`config.mk`:
```
export PLATFORM = sky130hd
export DESIGN_NAME = fp_seq
export DESIGN_NICKNAME = d
export VERILOG_FILES = /design/src/rtl/fp_seq.sv
export SDC_FILE = /design/constraint.sdc
export NUM_CORES = 1
export LEC_CHECK = 0
export CAP_MARGIN = 40
export CORE_UTILIZATION = 38
export DETAILED_ROUTE_END_ITERATION = 8
export PLACE_DENSITY_LB_ADDON = 0.3
export SYNTH_ARGS = -nofsm -noshare
export SYNTH_HDL_FRONTEND = slang
export SYNTH_SLANG_ARGS = --single-unit
```
`constraint.sdc`:
```
create_clock -name __clk -period 2.7 [get_ports __clk]
set_input_delay 0.675 -clock __clk [delete_from_list [all_inputs] [get_ports __clk]]
set_output_delay 0.675 -clock __clk [all_outputs]
set_load 0.01 [all_outputs]
```
`src/rtl/fp_seq.sv`:
```
// FPU phase sequencer: drives the F-PM phase lines and strobes, steps through
// the F2..F13 phases from F-PM decode/status, and reports busy/done/fault.
module fp_seq #(
  parameter int unsigned PHASE_TICKS = 8,
  parameter int unsigned STROB1_AT   = 2,
  parameter int unsigned STROB2_AT   = 5,
  parameter int unsigned LOOP_MAX    = 63
) (
  input  logic __clk,
  input  logic _0_f_,
  input  logic fstart,
  input  logic fabort,
  input  logic nrf,
  input  logic af_sf,
  input  logic mw_mf,
  input  logic dw_df,
  input  logic df,
  input  logic ff,
  input  logic fic,
  input  logic _end,
  output logic f2_,
  output logic f4_,
  output logic f5_,
  output logic f6_,
  output logic f7_,
  output logic f8_,
  output logic f10_,
  output logic f9,
  output logic f13,
  output logic strob_fp_,
  output logic strob2_fp,
  output logic fbusy,
  output logic fdone,
  output logic ffault
);

  localparam int unsigned TW = (PHASE_TICKS > 1) ? $clog2(PHASE_TICKS) : 1;
  localparam int unsigned LW = (LOOP_MAX > 0) ? $clog2(LOOP_MAX + 1) : 1;

  localparam logic [TW-1:0] TICK_LAST = TW'(PHASE_TICKS - 1);
  localparam logic [TW-1:0] TICK_S1   = TW'(STROB1_AT);
  localparam logic [TW-1:0] TICK_S2   = TW'(STROB2_AT);
  localparam logic [LW-1:0] LOOP_LIM  = LW'(LOOP_MAX);

  typedef enum logic [3:0] {
    S_IDLE, S_F2, S_F4, S_F5, S_F6, S_F7, S_F8, S_F9, S_F10, S_F13
  } state_t;

  state_t        state, nxt_state;
  logic [TW-1:0] tick, nxt_tick;
  logic [LW-1:0] loop, nxt_loop;
  logic          set_fault, set_done;
  logic          mul_div;
  logic          loop_full;

  assign mul_div   = mw_mf | dw_df;
  assign loop_full = (loop == LOOP_LIM);

  always_comb begin
    nxt_state = state;
    nxt_tick  = tick;
    nxt_loop  = loop;
    set_fault = 1'b0;
    set_done  = 1'b0;
    if (state == S_IDLE) begin
      nxt_tick = '0;
      if (fstart) begin
        nxt_state = S_F2;
        nxt_loop  = '0;
      end
    end else if (fabort) begin
      nxt_state = S_IDLE;
      nxt_tick  = '0;
      set_fault = 1'b1;
    end else if (tick != TICK_LAST) begin
      nxt_tick = tick + 1'b1;
    end else begin
      nxt_tick = '0;
      case (state)
        S_F2: begin
          nxt_loop = '0;
          if (nrf)          nxt_state = S_F6;
          else if (af_sf)   nxt_state = S_F5;
          else if (mul_div) nxt_state = S_F4;
          else begin
            nxt_state = S_IDLE;
            set_fault = 1'b1;
          end
        end
        S_F5: begin
          nxt_loop  = '0;
          nxt_state = fic ? S_F8 : S_F4;
        end
        // Re-entering a looping phase counts one iteration; a further pass
        // once the count has reached LOOP_MAX aborts the sequence as a fault.
        S_F8: begin
          if (!fic) begin
            nxt_state = S_F4;
            nxt_loop  = '0;
          end else if (loop_full) begin
            nxt_state = S_IDLE;
            set_fault = 1'b1;
          end else begin
            nxt_loop = loop + 1'b1;
          end
        end
        S_F4: begin
          if (mul_div && fic) begin
            if (loop_full) begin
              nxt_state = S_IDLE;
              set_fault = 1'b1;
            end else begin
              nxt_loop = loop + 1'b1;
            end
          end else begin
            nxt_loop  = '0;
            nxt_state = (mul_div && df) ? S_F9 : S_F6;
          end
        end
        S_F9: begin
          nxt_state = S_F6;
          nxt_loop  = '0;
        end
        S_F6: nxt_state = S_F7;
        S_F7: begin
          if (_end) begin
            nxt_state = S_F10;
          end else if (loop_full) begin
            nxt_state = S_IDLE;
            set_fault = 1'b1;
          end else begin
            nxt_state = S_F6;
            nxt_loop  = loop + 1'b1;
          end
        end
        S_F10: begin
          if (ff) begin
            nxt_state = S_F13;
          end else begin
            nxt_state = S_IDLE;
            set_done  = 1'b1;
          end
        end
        S_F13: begin
          nxt_state = S_IDLE;
          set_done  = 1'b1;
        end
        default: nxt_state = S_IDLE;
      endcase
    end
  end

  // Outputs are decoded from the next state/tick so they line up with the
  // registered state rather than lagging it by a clock.
  always_ff @(posedge __clk or negedge _0_f_) begin
    if (!_0_f_) begin
      state     <= S_IDLE;
      tick      <= '0;
      loop      <= '0;
      f2_       <= 1'b1;
      f4_       <= 1'b1;
      f5_       <= 1'b1;
      f6_       <= 1'b1;
      f7_       <= 1'b1;
      f8_       <= 1'b1;
      f10_      <= 1'b1;
      f9        <= 1'b0;
      f13       <= 1'b0;
      strob_fp_ <= 1'b1;
      strob2_fp <= 1'b0;
      fbusy     <= 1'b0;
      fdone     <= 1'b0;
      ffault    <= 1'b0;
    end else begin
      state     <= nxt_state;
      tick      <= nxt_tick;
      loop      <= nxt_loop;
      f2_       <= (nxt_state != S_F2);
      f4_       <= (nxt_state != S_F4);
      f5_       <= (nxt_state != S_F5);
      f6_       <= (nxt_state != S_F6);
      f7_       <= (nxt_state != S_F7);
      f8_       <= (nxt_state != S_F8);
      f10_      <= (nxt_state != S_F10);
      f9        <= (nxt_state == S_F9);
      f13       <= (nxt_state == S_F13);
      strob_fp_ <= !((nxt_state != S_IDLE) && (nxt_tick == TICK_S1));
      strob2_fp <= (nxt_state != S_IDLE) && (nxt_tick == TICK_S2);
      fbusy     <= (nxt_state != S_IDLE);
      fdone     <= set_done;
      if (state == S_IDLE && fstart) ffault <= 1'b0;
      else if (set_fault)            ffault <= 1'b1;
    end
  end

endmodule

```
==> summary.md <==
| Metric | Value |
|---|---|
| Outcome | `complete, no violations` |
| Worst hold stages | `1` |
| Worst-margin pin slew | `627 ps` |
| Filler instances | `376` |
| Placed cell area | `1900 sq um` |
| Leak | `0.000792 uW` |
| Std cell rows | `23` |
| Post-CTS Hold Fix Bufs | `0` |
| Final hold slack | `507 ps` |
| R2r startpoint | `state[1]$_DFF_PN0_` |
| # DRC | `0` |
| #FFs+latches synth | `27` |
| Commonest non-fill, non-tap cells in the layout | `clkdlybuf4s50_1, dfrtp_1, nand3_1` |
| Final min period | `2350 ps` |
| Pwr/cell area | `407 nW/um^2` |
| CTS resizes | `0` |
| CTS tree | `built` |
| Final worst slack | `351 ps` |
| Antenna diode count | `0` |
| Routability cong. | `0.847` |
| Critical path's slowest cell | `clkdlybuf4s50_1` |
| Clk slew on worst S/H paths | `90 ps` |
| Hold Path End | `strob2_fp$_DFF_PN0_` |
| Final setup fails | `0` |
| Post-synth EDFFs | `0` |
| IO Pins | `26` |
| CP Class | `input port to register` |
| First-pass GRT wire length | `5910 um` |
| Final Hold Viols | `0` |
| Sequential share of the synthesized area | `0.422` |
| Post-CTS Setup Repair Bufs | `0` |
| HP Class | `register to register` |
| Biggest register | `loop` |
| Worst hold start | `tick[0]$_DFF_PN0_` |
| Area occupied by multi-input gates | `827 sq um` |
| Post-synthesis cell type with the largest combined area | `dfrtp_1` |
| Reg2reg setup slack | `450 ps` |
| Yosys warns | `0` |
| Buf/Inv on CP | `1` |
| Cell Area, Synth | `1630 sq um` |
| Post-Route Setup TNS | `0 ps` |
| Post-synth top area share | `0.292` |
| Syn Area/Cell | `10.2 sq um` |
| RSZ-0062 raised after global routing | `false` |
| Max clock buf depth | `2` |
| Most common cell after layout, fill and taps aside | `clkdlybuf4s50_1` |
| 1st-iter DRT viols | `107` |
| Die area | `4550 sq um` |
| DRT Wirelength | `3600 um` |
| Crit path max-delay family | `compound AO/OA/AOI/OAI gates` |
| WP data arrival | `2530 ps` |
| Vias per cell | `5.79` |
| H-tree lvl count | `1` |
| Area grow syn2layout | `19.4%` |
| Max reg flops | `6` |
| # clock sinks | `27` |
| CP cell instances | `clkdlybuf4s50_1 > o21a_1 > o22ai_1 > a221oi_1 > nor2_1 > o41ai_2` |
| Overflow after GRT | `0` |
| Share of cells above drive strength 1 | `0.169` |
| Async set-reset flop share out of synthesis | `1.00` |
| Synth top area cells | `dfrtp_1, dfstp_2, and3_1` |
| Fin area | `1940 sq um` |
| Vias in the first global route | `1285` |
| Die height | `67.4 um` |
| Biggest regs | `loop (6), state (4), tick (3)` |
| Worst Reg2Reg Path Length in Cells | `5` |
| Largest net degree at the start of global routing | `28` |
| CP Launch Type | `input port` |
| Pre-CTS WS | `45.8 ps` |
| Num CTS Buffers | `3` |
| CP peak stage delay | `650 ps` |
| Synth Instances | `159` |
| Synth cell types | `57` |
| Core ar. | `4060 sq um` |
| Maximum VDD drop | `0.269 mV` |
| Syn Nets | `174` |
| Die Width | `67.4 um` |
| Drt first pass iters | `4` |
| Worst r2r dst | `f9$_DFF_PN0_` |
| Final nets | `199` |
| Sequential cell area | `686 sq um` |
| Drt wl/cell | `15.4 um` |
| Clk_lat worst skew | `270 ps` |
| MaxCap Viol Count | `0` |
| Fmax | `426 MHz` |
| CP Capture Type | `register` |
| Initial antenna violation count | `0` |
| Starting Density | `0.401` |
| Required @ worst endpoint | `2880 ps` |
| Worst slew margin | `0.578` |
| Dominant synthesized flop cell | `dfrtp_1` |
| Remaining antenna violation count | `0` |
| Vias | `1348` |
| CP max FO | `7` |
| CTS Root Cell | `clkbuf_8` |
| DP HPWL | `2620 um` |
| Tcrit/Tclk final | `0.870` |
| Port Buffers | `25` |
| Fin. max-slew vios | `0` |
| Max Clock Skew | `1.54 ps` |
| GRT Overall Usage | `0.173` |
[layer usage]
metal,global-route usage,vias up,part of all wire
met5,0,-,0
met4,0.0559,0,0.011
met3,0.0321,5,0.054
met2,0.275,36,0.45
met1,0.237,662,0.49
li1,-,645,-
[power breakdown]
part,total [uW],switching (uW),internal [uW]
clock network,225,122,103
registers,436,17.8,418
logic,130,65.9,64.1
total,791,205,586
[layout make-up]
cell class	instances	area share
multi-input cells	115	0.426
clock buffers	3	0.0213
repair buffers	29	0.144
flip-flops and latches	27	0.353
clock inverters	1	0.00258
inverters	8	0.0206
well taps	50	0.0322
[cells in the mapped netlist (2+ instances only)]
library cell,number
dfrtp_1,19
nand3_1,10
and3_1,8
dfstp_2,8
nor2_1,8
a21oi_1,7
o21ai_0,7
inv_1,6
nand2_1,6
a31oi_1,5
buf_6,4
nor2b_1,4
nor3b_1,4
ha_1,3
mux2i_1,3
nor3_1,3
o22ai_1,3
or3b_2,3
a311oi_1,2
and2_1,2
buf_4,2
clkinv_4,2
nand3b_1,2
o21a_1,2
o21ba_2,2
o21bai_1,2
o41ai_2,2
[metrics by stage]
stage,instances,total power [uW],utilization
6_report,233,791,0.479
5_1_grt,233,827,0.479
4_1_cts,233,797,0.479
3_5_place_dp,229,572,0.467
3_3_place_gp,229,570,0.467
2_1_floorplan,159,520,-
[cells by family after synthesis]
| group | Yosys count | share of synthesized area |
|---|---|---|
| DFF | 27 | 0.422 |
| and+or+nand+nor | 62 | 0.249 |
| adders and majority gates | 3 | 0.0231 |
| xor gates and xnor gates | 1 | 0.00539 |
| AOI/OAI and AO/OA | 46 | 0.212 |
| buffers and inverters | 17 | 0.0700 |
| muxes | 3 | 0.0185 |
[how the worst max path moves through the flow]
stage	slack, ps	start	to	cells after the start
2_1_floorplan	600	tick[0]$_DFF_PN0_	strob_fp_$_DFF_PN1_	9
3_3_place_gp	90	fic	strob_fp_$_DFF_PN1_	6
3_5_place_dp	50	fic	strob_fp_$_DFF_PN1_	6
4_1_cts	340	fic	strob_fp_$_DFF_PN1_	6
5_1_grt	160	fic	strob_fp_$_DFF_PN1_	6
6_report	350	fic	strob_fp_$_DFF_PN1_	6
Power figures use the tool's default switching activity.
